$ cat config.mk
export PLATFORM = sky130hd
export DESIGN_NAME = serial_adder_flat
export DESIGN_NICKNAME = d
export VERILOG_FILES = /design/src/rtl/serial_adder_pkg.sv /design/src/rtl/serial_adder_if.sv /design/src/rtl/serial_adder_fa.sv /design/src/rtl/serial_adder.sv /design/src/flat_wrapper.sv
export SDC_FILE = /design/constraint.sdc
export NUM_CORES = 1
export LEC_CHECK = 0
export ABC_AREA = 1
export ABC_CLOCK_PERIOD_IN_PS = 2100
export CAP_MARGIN = 10
export CORE_AREA = 3 3 69 71
export CTS_CLUSTER_DIAMETER = 120
export DETAILED_ROUTE_END_ITERATION = 8
export DIE_AREA = 0 0 72 74
export PLACE_DENSITY = 0.67
export SLEW_MARGIN = 30
export SYNTH_ARGS = -nofsm -noshare
export SYNTH_HDL_FRONTEND = slang
export SYNTH_SLANG_ARGS = --single-unit
$ cat constraint.sdc
create_clock -name clk -period 2.1 [get_ports clk]
set_clock_uncertainty 0.15 [all_clocks]
set_input_delay 0.42 -clock clk [delete_from_list [all_inputs] [get_ports clk]]
set_output_delay 0.42 -clock clk [all_outputs]
set_load 0.02 [all_outputs]
$ cat src/rtl/serial_adder_pkg.sv
// Shared definitions for the bit-serial adder: FSM state encoding and default width.
package adder_defs;

  localparam int unsigned DEF_WIDTH = 8;

  typedef enum logic [1:0] {
    ST_IDLE = 2'd0,
    ST_RUN  = 2'd1,
    ST_DONE = 2'd2
  } state_t;

endpackage

$ cat src/rtl/serial_adder_if.sv
// Request/result bundle of the bit-serial adder; master drives operands, slave returns the sum.
import adder_defs::*;

interface serial_adder_if #(
  parameter int WIDTH = DEF_WIDTH
) ();

  logic             start;
  logic [WIDTH-1:0] A;
  logic [WIDTH-1:0] B;
  logic             Cin;
  logic             busy;
  logic             done;
  logic [WIDTH-1:0] S;
  logic             Cout;

  modport master (
    output start, A, B, Cin,
    input  busy, done, S, Cout
  );

  modport slave (
    input  start, A, B, Cin,
    output busy, done, S, Cout
  );

endinterface

$ cat src/rtl/serial_adder_fa.sv
// One-bit full adder assembled from two half adders; the single arithmetic cell of the serial adder.
module half_adder (
  input  logic a,
  input  logic b,
  output logic s,
  output logic c
);

  assign s = a ^ b;
  assign c = a & b;

endmodule

module full_adder (
  input  logic a,
  input  logic b,
  input  logic cin,
  output logic sum,
  output logic cout
);

  logic s0_s;
  logic c0_s;
  logic c1_s;

  half_adder u_ha0 (.a(a),    .b(b),   .s(s0_s), .c(c0_s));
  half_adder u_ha1 (.a(s0_s), .b(cin), .s(sum),  .c(c1_s));

  assign cout = c0_s | c1_s;

endmodule

$ cat src/rtl/serial_adder.sv
// Bit-serial adder: shifts operands LSB first through one full_adder, one bit per clock.
import adder_defs::*;

module serial_adder #(
  parameter int WIDTH = DEF_WIDTH,
  parameter int CW    = 6
) (
  input  logic           clk,
  input  logic           rst_n,
  serial_adder_if.slave  bus
);

  state_t            state_r;
  state_t            state_next_s;
  logic [WIDTH-1:0]  sha_r;
  logic [WIDTH-1:0]  shb_r;
  logic              carry_r;
  logic [CW-1:0]     cnt_r;
  logic [WIDTH-1:0]  sacc_r;
  logic [WIDTH-1:0]  sacc_next_s;
  logic [WIDTH-1:0]  s_r;
  logic              cout_r;
  logic              busy_r;
  logic              done_r;
  logic              load_s;
  logic              shift_s;
  logic              last_s;
  logic              fa_sum_s;
  logic              fa_cout_s;

  full_adder u_fa (
    .a    (sha_r[0]),
    .b    (shb_r[0]),
    .cin  (carry_r),
    .sum  (fa_sum_s),
    .cout (fa_cout_s)
  );

  assign sacc_next_s = {fa_sum_s, sacc_r[WIDTH-1:1]};

  // State register.
  always_ff @(posedge clk or negedge rst_n) begin
    if (!rst_n) begin
      state_r <= ST_IDLE;
    end else begin
      state_r <= state_next_s;
    end
  end

  // Next-state and datapath control; DONE accepts a new start just like IDLE.
  always_comb begin
    state_next_s = state_r;
    load_s       = 1'b0;
    shift_s      = 1'b0;
    last_s       = 1'b0;
    case (state_r)
      ST_IDLE, ST_DONE: begin
        if (bus.start) begin
          load_s       = 1'b1;
          state_next_s = ST_RUN;
        end else begin
          state_next_s = ST_IDLE;
        end
      end
      ST_RUN: begin
        shift_s = 1'b1;
        if (cnt_r == CW'(WIDTH - 1)) begin
          last_s       = 1'b1;
          state_next_s = ST_DONE;
        end else begin
          state_next_s = ST_RUN;
        end
      end
      default: begin
        state_next_s = ST_IDLE;
      end
    endcase
  end

  // Operand shifters, carry, bit counter and registered results.
  always_ff @(posedge clk or negedge rst_n) begin
    if (!rst_n) begin
      sha_r   <= '0;
      shb_r   <= '0;
      carry_r <= 1'b0;
      cnt_r   <= '0;
      sacc_r  <= '0;
      s_r     <= '0;
      cout_r  <= 1'b0;
      busy_r  <= 1'b0;
      done_r  <= 1'b0;
    end else begin
      if (load_s) begin
        sha_r   <= bus.A;
        shb_r   <= bus.B;
        carry_r <= bus.Cin;
        cnt_r   <= '0;
        sacc_r  <= '0;
      end else if (shift_s) begin
        sha_r   <= {1'b0, sha_r[WIDTH-1:1]};
        shb_r   <= {1'b0, shb_r[WIDTH-1:1]};
        carry_r <= fa_cout_s;
        cnt_r   <= cnt_r + CW'(1);
        sacc_r  <= sacc_next_s;
      end
      // S and Cout hold between completions, including across a new start.
      if (last_s) begin
        s_r    <= sacc_next_s;
        cout_r <= fa_cout_s;
      end
      done_r <= last_s;
      busy_r <= load_s | (shift_s & ~last_s);
    end
  end

  assign bus.busy = busy_r;
  assign bus.done = done_r;
  assign bus.S    = s_r;
  assign bus.Cout = cout_r;

endmodule

$ cat src/flat_wrapper.sv
// flat-port wrapper written by rule: the top's interface ports become plain ports
module serial_adder_flat 
#(
  parameter int WIDTH = DEF_WIDTH,
  parameter int CW    = 6
)
  (clk, rst_n, bus_start, bus_A, bus_B, bus_Cin, bus_busy, bus_done, bus_S, bus_Cout);
  serial_adder_if #(.WIDTH(WIDTH)) bus_i ();
  input  logic clk;
  input  logic rst_n;
  input wire logic [$bits(bus_i.start)-1:0] bus_start;
  input wire logic [$bits(bus_i.A)-1:0] bus_A;
  input wire logic [$bits(bus_i.B)-1:0] bus_B;
  input wire logic [$bits(bus_i.Cin)-1:0] bus_Cin;
  output wire logic [$bits(bus_i.busy)-1:0] bus_busy;
  output wire logic [$bits(bus_i.done)-1:0] bus_done;
  output wire logic [$bits(bus_i.S)-1:0] bus_S;
  output wire logic [$bits(bus_i.Cout)-1:0] bus_Cout;
  assign bus_i.start = bus_start;
  assign bus_i.A = bus_A;
  assign bus_i.B = bus_B;
  assign bus_i.Cin = bus_Cin;
  assign bus_busy = bus_i.busy;
  assign bus_done = bus_i.done;
  assign bus_S = bus_i.S;
  assign bus_Cout = bus_i.Cout;
  serial_adder #(.WIDTH(WIDTH), .CW(CW)) u_core (.clk(clk), .rst_n(rst_n), .bus(bus_i));
endmodule
==> results.py <==
metrics = {
    "setup_path": {
        "ff2ff_path_depth": 6,
        "max_stage_delay_ns": 0.60,
        "end_kind": "primary output",
        "worst_ep_required_time_ns": 1.53,
        "critPathKind": "reg -> out",
        "worst-r2r-setup-slack_ns": 0.52,
        "critPathLaunchType": "flip-flop",
        "cp.depth": 1,
        "worstPathCellList": "clkdlybuf4s50_1",
        "cp_slowest_cell": "clkdlybuf4s50_1",
        "crit_arrival_ns": 1.25,
        "worstReg2RegEnd": "u_core.bus.S[3]",
        "startpoint": "u_core.bus.S[3]",
        "timing.rr.start": "u_core.cnt_r[0]",
        "critical_path.top_delay_family": "buffers and inverters",
        "cp-endpoint": "bus_S[3]",
        "cp_max_fo": 2,
        "cp_num_buf_inv": 1,
    },
    "floorplan": {
        "rows": 24,
        "initial_utilization_pct": 43.56,
        "dieArea_um2": 5328,
        "core-area_um2": 4294,
        "die_w_um": 72,
        "io_pins": 31,
        "die_y_um": 74,
    },
    "clocking": {
        "ctsHtreeMaxLevel": 2,
        "hold_buffers": 1,
        "post_cts_buffers": 0,
        "cts_buffer_depth": 2,
        "insertion_delay_ns": 0.29,
        "cts_tree": "built",
        "cts_resized": 0,
        "clkSinkCount": 43,
        "clkTransAtPathRegs_ns": 0.07,
        "cts_root_buf": "clkbuf_8",
        "cts_made_buffers": 5,
    },
    "pwr": {
        "p_switching_mw": 1.202,
        "seqPwrFrac_pct": 42.1,
        "ir_drop_mv": 0.5532,
        "leakagePower_nw": 1.103,
        "p_int_mw": 1.894,
        "p_comb_share_pct": 39.7,
        "powerDensity_nw_per_um2": 1336,
        "sw_frac_of_total_pct": 38.84,
        "p_clk_share_pct": 18.2,
    },
    "layout": {
        "drive_gt1_share_pct": 13.19,
        "n_antenna_cell": 0,
        "final_common_cell": "nand2_1",
        "layout_common_cells": "nand2_1, dfrtp_1, clkdlybuf4s50_1",
        "area.growth.synth_to_final_pct": 23.88,
        "multiInputGateArea_um2": 665.6,
        "nFillCells": 426,
        "register_area_um2": 1076,
        "layout.nets": 256,
        "finalNonFillerCells": 287,
    },
    "synth": {
        "synth.avg_cell_area_um2": 9.353,
        "synth_ff_type": "dfrtp_1",
        "synth_edf_count": 0,
        "yosysSeqAreaShare_pct": 57.53,
        "synth_nets": 222,
        "yosys_warnings": 0,
        "syn_area_um2": 1871,
        "synth_cells": 200,
        "synthArstFlopShare_pct": 100.0,
        "ys_ff_latch": 43,
        "ys_types": 25,
    },
    "place": {
        "dpl_worst_slack_ns": 0.2213,
        "io_buffers": 30,
        "dp_hpwl_um": 2442,
        "gp_congestion": 0.7755,
        "dp_cells": 278,
    },
    "sta": {
        "worst_slew_pin_slew_ns": 0.3996,
        "report.final.slew_viol_count": 0,
        "setup_slack_ns": 0.2839,
        "maxSlewHeadroom_pct": 73.36,
        "setup_tns_ns": 0,
        "max_freq_mhz": 550.6,
        "setup_viol": 0,
        "period_minus_slack_ns": 1.816,
        "grt_setup_unrepaired": "false",
        "final.period_utilization_pct": 86.48,
        "hold_viol_final": 0,
    },
    "grt": {
        "grt_pass1_wl_um": 5878,
        "track_usage_pct": 14.64,
        "gr-total-overflow": 0,
        "grt_pass1_vias": 1274,
        "grt_max_degree": 20,
        "antenna_found_initial": 0,
    },
    "route": {
        "drt_iter0_drc": 91,
        "drcViolationCount": 0,
        "avgRoutedWirePerCell_um": 12.12,
        "drtPass1Iterations": 4,
        "wirelength_um": 3478,
        "ant_nets": 0,
        "via_per_inst": 4.777,
        "dr_total_vias": 1371,
    },
    "hold_path": {
        "worstHoldStart": "u_core.sha_r[7]",
        "holdCritPathClass": "reg -> reg",
    },
    "flow_run": {
        "max_cap_violations": 0,
    },
    "status": {
        "status": "complete, no violations",
    },
}
## worst min-delay path by stage
stage | endpoint | depth (start not counted)
6_report | u_core.sha_r[7] | 2
5_1_grt | u_core.bus.S[5] | 2
4_1_cts | u_core.sha_r[7] | 2
3_5_place_dp | u_core.bus.S[0] | 1
3_3_place_gp | u_core.bus.S[0] | 1
2_1_floorplan | u_core.bus.Cout | 0
## synth_stat cells (4+ instances only)
master	instances	area [µm²]
a21oi_1	6	30.03
buf_2	4	20.02
dfrtp_1	43	1076
inv_1	17	63.81
inv_2	4	15.01
nand2_1	61	229.0
nand3_1	10	50.05
nor2_1	8	30.03
o21ai_0	7	35.03
o21ai_1	6	30.03
o21ai_2	8	70.07
o22ai_1	8	50.05
## sequential cells by signal, summed over array words and instances, names as in the netlist
register and count:
u_core.sha_r 8, u_core.carry_r 1, u_core.bus.done 1, u_core.shb_r 8, u_core.sacc_r 7, u_core.state_r 2
u_core.bus.Cout 1, u_core.bus.busy 1, u_core.bus.S 8, u_core.cnt_r 6
## metal layers
layer,vias up,global-route usage (%),routed length (µm)
met5,-,0,0
met4,0,6.054,55
met3,7,4.459,169
met2,32,22.96,1597
met1,622,19.04,1656
li1,710,-,-
## final cells by class
cell class | instances | area share [%]
clock buffers | 8 | 4.320
flip-flops and latches | 43 | 46.44
multi-input cells | 128 | 28.73
repair buffers | 34 | 14.15
inverters | 22 | 3.564
well taps | 52 | 2.808
## power groups by stage
stage | combinational [mW] | sequential [mW] | clock, mW
after global routing | 1.41 | 1.34 | 0.615
after floorplan | 0.918 | 1.33 | 0
after global placement | 1.21 | 1.31 | 0
after CTS | 1.25 | 1.30 | 0.591
after detailed placement | 1.24 | 1.32 | 0
final | 1.23 | 1.30 | 0.564
## logic make-up (layout without fill, tap and decap cells)
| logic type | count (synthesis) | in the layout | share of synthesized area [%] |
|---|---|---|---|
| simple gates | 87 | 87 | 20.87 |
| buf+inv | 29 | 64 | 6.889 |
| fa+ha+maj | 2 | 2 | 1.739 |
| flops | 43 | 43 | 57.52 |
| compound gates | 39 | 39 | 12.98 |
## metrics by stage
step                instance area, µm²  total power [mW]  utilization [%]  hold WS, ns
CTS                               2317             3.143            53.96       0.3333
global placement                  2207             2.522            51.40       0.2200
finish                            2317             3.096            53.96       0.3296
global route                      2317             3.358            53.96       0.3535
detailed placement                2207             2.562            51.40       0.2197
floorplan                         1871             2.247                -     -0.02559
Note: power is estimated with default switching activity, not from simulation.
